==> src/rtl/spark_pwm_multi.sv <==
`default_nettype none
// ============================================================================
//  Module   : spark_pwm_multi
//  Purpose  : Multi-channel servo-style PWM generator. One free-running frame
//             counter feeds NUM_CH channels; each channel turns a signed
//             speed (direction + magnitude) into a high time around CENTER.
//             It captures updates and applies ramping only at frame
//             boundaries, and enables/disables on frame edges.
//  Revision : 1.0 - initial release
// ============================================================================
module spark_pwm_multi #(
    parameter int NUM_CH    = 4,
    parameter int CNT_W     = 12,
    parameter int RATIO_W   = 8,
    parameter int CENTER    = 635,
    parameter int RAMP_STEP = 4
) (
    input  logic                       clock,
    input  logic                       reset,
    input  logic [NUM_CH-1:0]          pwm_enable,
    input  logic [NUM_CH*RATIO_W-1:0]  pwm_ratio,
    input  logic [NUM_CH-1:0]          pwm_direction,
    input  logic [NUM_CH-1:0]          pwm_update,
    output logic [NUM_CH-1:0]          pwm_done,
    output logic [NUM_CH-1:0]          pwm_settled,
    output logic [NUM_CH-1:0]          pwm_signal
);

    localparam logic [CNT_W-1:0] c_CENTER = CNT_W'(CENTER);
    localparam logic [CNT_W-1:0] c_STEP   = CNT_W'(RAMP_STEP);

    typedef enum logic [0:0] {
        ST_IDLE = 1'b0,
        ST_RUN  = 1'b1
    } ch_state_e;

    logic [CNT_W-1:0] r_cnt;
    logic             w_boundary;

    // Shared frame counter: free-running, wraps naturally at 2^CNT_W.
    always_ff @(posedge clock) begin
        if (reset) begin
            r_cnt <= '0;
        end else begin
            r_cnt <= r_cnt + CNT_W'(1);
        end
    end

    assign w_boundary = (r_cnt == '0);

    for (genvar i = 0; i < NUM_CH; i++) begin : g_ch
        ch_state_e        r_state;
        ch_state_e        w_state_nxt;
        logic [CNT_W-1:0] r_cur;
        logic [CNT_W-1:0] r_tgt;
        logic [CNT_W-1:0] w_cur_nxt;
        logic [CNT_W-1:0] w_tgt_nxt;
        logic [CNT_W-1:0] w_ratio;
        logic [CNT_W-1:0] w_req;
        logic [CNT_W-1:0] w_diff;
        logic             w_up;
        logic             w_done_nxt;
        logic             r_done;
        logic             r_settled;
        logic             r_signal;

        // Requested high time; parameter limits guarantee no wrap either way.
        assign w_ratio = {{(CNT_W-RATIO_W){1'b0}}, pwm_ratio[i*RATIO_W +: RATIO_W]};
        assign w_req   = pwm_direction[i] ? (c_CENTER + w_ratio) : (c_CENTER - w_ratio);

        // Ramp direction and remaining distance toward the old target.
        assign w_up    = (r_cur < r_tgt);
        assign w_diff  = w_up ? (r_tgt - r_cur) : (r_cur - r_tgt);

        // Frame-boundary state transition, capture and ramp step.
        always_comb begin
            w_state_nxt = r_state;
            w_cur_nxt   = r_cur;
            w_tgt_nxt   = r_tgt;
            w_done_nxt  = 1'b0;
            if (w_boundary) begin
                if (r_state == ST_IDLE) begin
                    if (pwm_enable[i]) begin
                        w_state_nxt = ST_RUN;
                        w_cur_nxt   = c_CENTER;
                        w_tgt_nxt   = pwm_update[i] ? w_req : c_CENTER;
                        w_done_nxt  = pwm_update[i];
                    end
                end else begin
                    if (!pwm_enable[i]) begin
                        w_state_nxt = ST_IDLE;
                        w_cur_nxt   = c_CENTER;
                        w_tgt_nxt   = c_CENTER;
                    end else begin
                        if (pwm_update[i]) begin
                            w_tgt_nxt  = w_req;
                            w_done_nxt = 1'b1;
                        end
                        // Ramp chases the pre-capture target; a fresh target
                        // only steers the ramp from the next boundary on.
                        if (RAMP_STEP == 0) begin
                            w_cur_nxt = w_tgt_nxt;
                        end else if (w_diff > c_STEP) begin
                            w_cur_nxt = w_up ? (r_cur + c_STEP) : (r_cur - c_STEP);
                        end else begin
                            w_cur_nxt = r_tgt;
                        end
                    end
                end
            end
        end

        // Channel registers; the output compare uses pre-edge state and count.
        always_ff @(posedge clock) begin
            if (reset) begin
                r_state   <= ST_IDLE;
                r_cur     <= c_CENTER;
                r_tgt     <= c_CENTER;
                r_done    <= 1'b0;
                r_settled <= 1'b0;
                r_signal  <= 1'b0;
            end else begin
                r_state   <= w_state_nxt;
                r_cur     <= w_cur_nxt;
                r_tgt     <= w_tgt_nxt;
                r_done    <= w_done_nxt;
                r_settled <= (w_state_nxt == ST_RUN) && (w_cur_nxt == w_tgt_nxt);
                r_signal  <= (r_state == ST_RUN) && (r_cnt < r_cur);
            end
        end

        assign pwm_done[i]    = r_done;
        assign pwm_settled[i] = r_settled;
        assign pwm_signal[i]  = r_signal;
    end

endmodule
`default_nettype wire

==> config.mk <==
export PLATFORM = sky130hd
export DESIGN_NAME = spark_pwm_multi
export DESIGN_NICKNAME = d
export VERILOG_FILES = /design/src/rtl/spark_pwm_multi.sv
export SDC_FILE = /design/constraint.sdc
export NUM_CORES = 1
export LEC_CHECK = 0
export CORE_MARGIN = 2
export CORE_UTILIZATION = 39
export DETAILED_ROUTE_END_ITERATION = 7
export PLACE_DENSITY_LB_ADDON = 0.15
export SKIP_LAST_GASP = 1
export SYNTH_ARGS = -nofsm -noshare
export SYNTH_HDL_FRONTEND = slang
export SYNTH_SLANG_ARGS = --single-unit
==> constraint.sdc <==
create_clock -name clock -period 4.7 [get_ports clock]
set_clock_uncertainty 0.1 [all_clocks]
set_input_delay 1.175 -clock clock [delete_from_list [all_inputs] [get_ports clock]]
set_output_delay 1.175 -clock clock [all_outputs]
set_load 0.01 [all_outputs]
==> metrics.md, run 1 <==
| Metric | Value |
|---|---|
| Status | `finished clean` |
| Crit path kind | `reg2reg` |
| Layout filler cell count | `3,626` |
| Crit. End Element | `flip-flop` |
| Place WS | `-0.07586 ns` |
| Top FF cell, synth | `dfxtp_1` |
| Initial antenna violation count | `0` |
| Final Max Slew Viols | `0` |
| CORE AREA | `0.03670 mm²` |
| Layout cells sized above 1 | `16.02%` |
| GRT Total Usage | `24.27%` |
| Total power | `8.334 mW` |
| Wire per inst | `18.46 µm` |
| Synth Area in Simple Gates | `19.90%` |
| Psw | `3.764 mW` |
| Inst Count DP | `2,523` |
| CTS sink count | `124` |
| First-pass DRT Iterations | `5` |
| Number of synthesized register bits | `124` |
| Power Density | `475.7 mW/mm²` |
| Vias per Instance | `5.676` |
| Sequential share of power | `13.9%` |
| Reg2reg setup slack | `0.18 ns` |
| Logic gate share of total power | `69.9%` |
| Antenna Cells | `0` |
| Seq/Total Area, Yosys | `17.04%` |
| Clk buf depth | `2` |
| Ys async rst share | `0%` |
| Worst-Skew Late Latency | `0.44 ns` |
| Setup WS post-layout | `0.1771 ns` |
| Die Y-Extent | `197.3 µm` |
| Minimum clock period | `4.523 ns` |
| Syn Inst Count | `1,917` |
| Drc violations | `0` |
| Required @ worst endpoint | `4.94 ns` |
| Die area | `0.03891 mm²` |
| Hold crit path type | `reg2reg` |
| CP Launch Type | `flip-flop` |
| Max-Cap Viols | `0` |
| Largest net degree at the start of global routing | `54` |
| Post-synthesis compound-gate area fraction | `27.27%` |
| RSZ-0062 raised after global routing | `true` |
| Leak | `8.073 nW` |
| Root Driver | `clkbuf_16` |
| Mux cell area share after synthesis | `3.934%` |
| Area growth, synth to finish | `20.28%` |
| Vias in the first global route | `14.12k` |
| Vias | `14.59k` |
| Dpl cell area | `0.01656 mm²` |
| Final-stage net count | `2,330` |
| Initial Util | `39.69%` |
| Setup TNS | `0 ns` |
| Global-route wire length before repair | `76.02 mm` |
| Fin area | `0.01752 mm²` |
| CTS H-tree lvls | `4` |
| Distinct cell type count after synthesis | `95` |
| Peak supply drop | `0.2328 mV` |
| Post-Synth XOR/XNOR Area | `7.577%` |
| Die W | `197.3 µm` |
| Synth Cell Area | `0.01457 mm²` |
| CTS Buf Count | `17` |
| Clock transition at the registers of the reported paths | `0.07 ns` |
| Gr ovfl total | `0` |
| Syn nets | `2,157` |
| Cell Count, Final, Fillers Out | `2,571` |
| # rows | `70` |
| Final hold violations | `0` |
| Setup violators final | `0` |
| Antenna viol nets, final | `0` |
| Slew HR | `59.66%` |
| Post-Synth Adder-Cell Area | `17.28%` |
| Mean area per synthesized cell | `7.598 µm²` |
| Drt total wl | `47.46 mm` |
| Final GP Congestion | `0.9169` |
| Critical Path AT | `4.77 ns` |
| Dpl hpwl | `37.57 mm` |
| CTS tree | `done` |
| Synthesis warning total | `0` |
| PortBufs | `57` |
| Final Cycle Share | `96.23%` |
| P_int | `4.571 mW` |
| # IOs | `58` |
| Sw Ratio | `45.16%` |
| Post-synth EDFFs | `0` |
| Worst-margin pin slew | `0.5899 ns` |
| Crit-path max FO | `5` |
| Fmax | `0.2211 GHz` |
| Largest family of logic cells by synthesized area | `compound AO/OA/AOI/OAI gates` |
| Clock power share | `16.2%` |
| Initial DRC Count | `883` |
==> worst max-delay path, stage by stage, from the launching register on <==
cell and delay (ns):
dfxtp_2 0.33, inv_2 0.05, ha_4 0.16, fa_2 0.35, and2b_1 0.24, o21ai_2 0.08
a211o_1 0.34, nand2_4 0.10, inv_4 0.04, fa_2 0.37, inv_2 0.06, a21oi_2 0.04
o21bai_1 0.18, a21o_1 0.14, a21o_1 0.13, a21o_1 0.12, a21oi_2 0.06, xor2_2 0.16
a221oi_2 0.24, mux2i_1 0.10, or3_1 0.36, or4_4 0.53, nor4_2 0.14
==> power by group through the flow <==
| stage | logic (mW) | clock network, mW | registers, mW |
|---|---|---|---|
| floorplan | 3.83 | 0 | 1.17 |
| global placement | 5.26 | 0 | 1.18 |
| detailed placement | 5.30 | 0 | 1.18 |
| CTS | 5.38 | 1.37 | 1.16 |
| global route | 6.38 | 1.42 | 1.17 |
| finish | 5.82 | 1.35 | 1.16 |
==> worst paths after layout <==
check | from | end | cells past startpoint
worst max-delay path | g_ch[0].r_cur[0] | g_ch[0].r_settled | 22
worst min-delay path | g_ch[0].r_tgt[11] | g_ch[0].r_tgt[11] | 2
worst max register to register | g_ch[0].r_cur[0] | g_ch[0].r_settled | 22
worst min register to register | g_ch[0].r_tgt[11] | g_ch[0].r_tgt[11] | 2
==> flip-flops by register name, indices dropped and copies added, names as in the netlist <==
signal,cells
r_cnt,12
g_ch.r_settled,4
g_ch.r_tgt,48
g_ch.r_cur,48
g_ch.r_signal,4
g_ch.r_done,4
g_ch.r_state,4
==> cells in the final DEF (no fill, tap or decap), drive strengths merged, types with 22 or more instances in the layout <==
| cell type | count |
|---|---|
| buf | 185 |
| ha | 182 |
| a21oi | 165 |
| inv | 155 |
| nor2 | 143 |
| nand2 | 131 |
| dfxtp | 124 |
| o21ai | 122 |
| xnor2 | 92 |
| a21o | 69 |
| clkdlybuf4s50 | 56 |
| nand2b | 53 |
| mux2i | 46 |
| nor2b | 42 |
| o22ai | 39 |
| xor2 | 34 |
| nor3 | 34 |
| nand3 | 31 |
| a22oi | 28 |
| or2 | 28 |
| o21a | 27 |
| a31oi | 25 |
| and3 | 22 |
==> cells in the mapped netlist, types with 25 or more instances <==
| cell type | instances | area (µm²) |
|---|---|---|
| nor2_1 | 142 | 533.0 |
| nand2b_1 | 53 | 331.6 |
| nor2b_1 | 42 | 262.8 |
| a22oi_1 | 28 | 210.2 |
| o21a_1 | 27 | 202.7 |
| o21ai_0 | 107 | 535.5 |
| xnor2_1 | 92 | 805.8 |
| o22ai_1 | 39 | 244.0 |
| nand2_1 | 131 | 491.7 |
| mux2i_1 | 46 | 460.4 |
| nor3_1 | 32 | 160.2 |
| nand3_1 | 31 | 155.2 |
| ha_1 | 182 | 2277 |
| a31oi_1 | 25 | 156.4 |
| or2_2 | 27 | 168.9 |
| xor2_1 | 34 | 297.8 |
| a21o_1 | 69 | 518.0 |
| inv_1 | 145 | 544.3 |
| a21oi_1 | 161 | 805.8 |
| dfxtp_1 | 124 | 2482 |
| clkbuf_1 | 40 | 150.1 |
==> layer usage <==
metal / vias to the layer above / routed length [µm] / GRT usage [%]
met4: 0 / 867 / 6.210
li1: 7239 / - / -
met2: 372 / 22210 / 40.74
met1: 6930 / 22420 / 33.27
met5: - / 0 / 0
met3: 52 / 1973 / 2.373
==> cells by family after synthesis <==
group	count (synthesis)
mux	56
xor+xnor	126
compound gates	612
fa+ha+maj	194
buf+inv	237
simple gates	568
flops	124
==> stage by stage <==
| stage | util [%] | hold WS [ns] |
|---|---|---|
| floorplan | - | 0.3572 |
| global placement | 45.11 | 0.4138 |
| detailed placement | 45.11 | 0.4174 |
| CTS | 46.79 | 0.4282 |
| global route | 47.74 | 0.4608 |
| finish | 47.74 | 0.4355 |
==> area by class of cell <==
type	count	area (µm²)	share of cell area (%)
inverter	150	568.0	3.242
clock buffer	17	425.4	2.428
multi-input combinational	1556	11320	64.63
tap	468	585.6	3.342
sequential	124	2486	14.19
clock inverter	15	155.1	0.8856
timing repair buffer	241	1977	11.28
==> timing repair <==
action,CTS,global route
pin swaps,6,33
resized for setup,5,64
hold buffers,0,0
gates cloned,0,0
buffers inserted,2,14
setup endpoints to repair,2,4
(Power assumes the default switching activity.)
==> inputs of run 2 (changes only) <==
- CORE_UTILIZATION: 39 -> 55
==> run 2 against run 1 <==
Sequential power about the same. Routed wire length fell by 5.1%. Sequential share of layout area is 0.40 points higher. Largest cell class unchanged. Highest routed layer unchanged.
==> metrics.md, run 2 (same netlist as run 1, synthesis figures left out) <==
| Metric | Value |
|---|---|
| Drt total wl | `45.06 mm (-5.1%)` |
| Logic gate share of total power | `69.6% (-0.3 points)` |
| Die area | `0.02780 mm² (-29%)` |
| Initial Util | `55.89% (+16 points)` |
| CTS H-tree lvls | `4 (unchanged)` |
| Post-layout util | `65.34% (+18 points)` |
| Drc violations | `0 (unchanged)` |
| Dpl cell area | `0.01617 mm² (-2.3%)` |
| Final Max Slew Viols | `0 (unchanged)` |
| Most used routing layer | `met2` |
| Worst-Skew Late Latency | `0.43 ns (about the same)` |
| Clk buf depth | `2 (unchanged)` |
| Root Driver | `clkbuf_16` |
| Status | `finished clean` |
| Vias in the first global route | `14.29k (+1.2%)` |
| Die W | `166.7 µm (-15%)` |
| Final GP Congestion | `0.9388 (+2.4%)` |
| Largest regs | `g_ch.r_cur (48), g_ch.r_tgt (48), r_cnt (12)` |
| M2 GR Usage | `52.39% (+12 points)` |
| Commonest non-fill, non-tap cells in the layout | `ha_1 (176), buf_4 (156), a21oi_1 (148)` |
| Die Y-Extent | `166.7 µm (-15%)` |
| CTS sink count | `124 (unchanged)` |
| Global-route wire length before repair | `72.28 mm (-4.9%)` |
| Total power | `8.125 mW (-2.5%)` |
| Fmax | `0.2197 GHz (-0.61%)` |
| Setup WS post-layout | `0.1494 ns (-0.02779 ns)` |
| Minimum clock period | `4.551 ns (+0.02780 ns)` |
| Setup violators final | `0 (unchanged)` |
| Worst-margin pin slew | `0.7206 ns (+0.1308 ns)` |
| Commonest non-fill, non-tap cell in the layout | `ha_1` |
| Dpl hpwl | `35.06 mm (-6.7%)` |
| Place WS | `0.01255 ns (+0.08841 ns)` |
| Initial DRC Count | `1,361 (+54%)` |
| Worst R2R Path Depth | `22 (unchanged)` |
| Final Cycle Share | `96.82% (+0.59 points)` |
| Clock transition at the registers of the reported paths | `0.07 ns (about the same)` |
| Layout filler cell count | `2,340 (-35%)` |
| P_int | `4.430 mW (-3.1%)` |
| Setup TNS | `0 ns (unchanged)` |
| Met1 usage | `41.03% (+7.8 points)` |
| Gr ovfl total | `0 (unchanged)` |
| Layout cells sized above 1 | `14.07% (-2.0 points)` |
| Wire per inst | `18.69 µm (+1.2%)` |
| CTS Buf Count | `17 (unchanged)` |
| Crit path kind | `reg2reg` |
| WHS Path Cells | `2 (unchanged)` |
| Max-Cap Viols | `0 (unchanged)` |
| CTS hold repair buffers | `0 (unchanged)` |
| Required @ worst endpoint | `4.94 ns (about the same)` |
| Clock power share | `16.1% (about the same)` |
| Vias | `14.99k (+2.7%)` |
| First-pass DRT Iterations | `6 (+1)` |
| Final hold violations | `0 (unchanged)` |
| Met3 Track Usage GR | `4.824% (+2.5 points)` |
| # rows | `59 (-16%)` |
| Power Density | `477.2 mW/mm² (+0.31%)` |
| Crit. End Element | `flip-flop` |
| PortBufs | `57 (unchanged)` |
| Fin area | `0.01703 mm² (-2.8%)` |
| Sequential share of power | `14.3% (+0.4 points)` |
| Peak supply drop | `0.2985 mV (+28%)` |
| Psw | `3.695 mW (-1.8%)` |
| # IOs | `58 (unchanged)` |
| CP Launch Type | `flip-flop` |
| CTS tree | `done` |
| Area growth, synth to finish | `16.90%` |
| Leak | `7.912 nW (-2.0%)` |
| Vias per Instance | `6.217 (+9.5%)` |
| Slew HR | `51.63% (-8.0 points)` |
| Antenna Cells | `0 (unchanged)` |
| Sw Ratio | `45.48% (+0.32 points)` |
| Largest net degree at the start of global routing | `51 (-5.6%)` |
| Antenna viol nets, final | `0 (unchanged)` |
| RSZ-0062 raised after global routing | `true` |
| Hold crit path type | `reg2reg` |
| GRT Total Usage | `31.45% (+7.2 points)` |
| Final-stage net count | `2,303 (-1.2%)` |
| CORE AREA | `0.02606 mm² (-29%)` |
| Crit-path max FO | `6 (+1)` |
| Critical Path AT | `4.79 ns (+0.02 ns)` |
| Initial antenna violation count | `0 (unchanged)` |
==> run 2: cell count changes in the layout (fill, tap and decap cells not counted), moves of 3 or more <==
| cell | previous run | this run |
|---|---|---|
| buf_4 | 180 | 156 |
| nor4_1 | 9 | 13 |
| nor4_2 | 5 | 1 |
| a221oi_1 | 2 | 5 |
| a221oi_2 | 4 | 1 |
| fa_1 | 7 | 10 |
| fa_2 | 5 | 2 |
==> run 2: per-stage QoR <==
stage,std cells,hold WS [ns]
after global placement,2363,0.4179
after CTS,2395,0.4351
final,2411,0.4360
after floorplan,1917,0.3572
after global routing,2411,0.4533
after detailed placement,2363,0.4166
==> run 2: worst paths after layout <==
check        slack (ns)              start           endpoint
max                0.15   g_ch[0].r_cur[0]  g_ch[0].r_settled
min                0.44  g_ch[0].r_tgt[11]  g_ch[0].r_tgt[11]
max reg2reg        0.15   g_ch[0].r_cur[0]  g_ch[0].r_settled
min reg2reg        0.44  g_ch[0].r_tgt[11]  g_ch[0].r_tgt[11]
==> run 2: what timing repair did <==
| action | 4_1_cts | 5_1_grt |
|---|---|---|
| endpoints found under the setup margin | 1 | 4 |
| resized for setup | 0 | 47 |
| pin swaps | 1 | 28 |
| setup buffers | 0 | 16 |
==> run 2: worst max-delay path, stage by stage, from the launching register on <==
cell	delay, ns
dfxtp_2	0.34
inv_2	0.05
ha_4	0.16
fa_2	0.35
and2b_2	0.23
o21ai_2	0.07
a211o_1	0.30
nand2_4	0.11
inv_4	0.04
fa_2	0.36
inv_2	0.06
a21oi_2	0.04
o21bai_1	0.16
a21o_1	0.13
a21o_1	0.13
a21o_1	0.14
a21oi_2	0.06
xor2_1	0.17
a221oi_1	0.24
mux2i_1	0.10
or3_1	0.36
or4_4	0.53
nor4_4	0.22
==> run 2: final cells by class <==
cell class / instances / area [µm²] / share of cell area (%)
well taps: 335 / 419.2 / 2.462
clock buffers: 18 / 429.2 / 2.521
repair buffers: 214 / 1754 / 10.30
flip-flops and latches: 124 / 2484 / 14.59
clock inverters: 14 / 137.6 / 0.8083
multi-input cells: 1556 / 11230 / 65.98
inverters: 150 / 568.0 / 3.336
==> run 2: power groups by stage <==
| stage | clock (mW) | combinational, mW | sequential (mW) |
|---|---|---|---|
| 4_1_cts | 1.32 | 5.27 | 1.16 |
| 3_5_place_dp | 0 | 5.21 | 1.19 |
| 2_1_floorplan | 0 | 3.83 | 1.17 |
| 3_3_place_gp | 0 | 5.11 | 1.18 |
| 6_report | 1.31 | 5.65 | 1.16 |
| 5_1_grt | 1.36 | 6.13 | 1.17 |
==> run 2: per-layer routing <==
layer | up-vias | wire length (µm) | part of all wire, %
met1 | 7054 | 19590 | 43
li1 | 7182 | - | -
met5 | - | 0 | 0
met4 | 0 | 1524 | 3.4
met3 | 123 | 3031 | 6.7
met2 | 631 | 20910 | 46
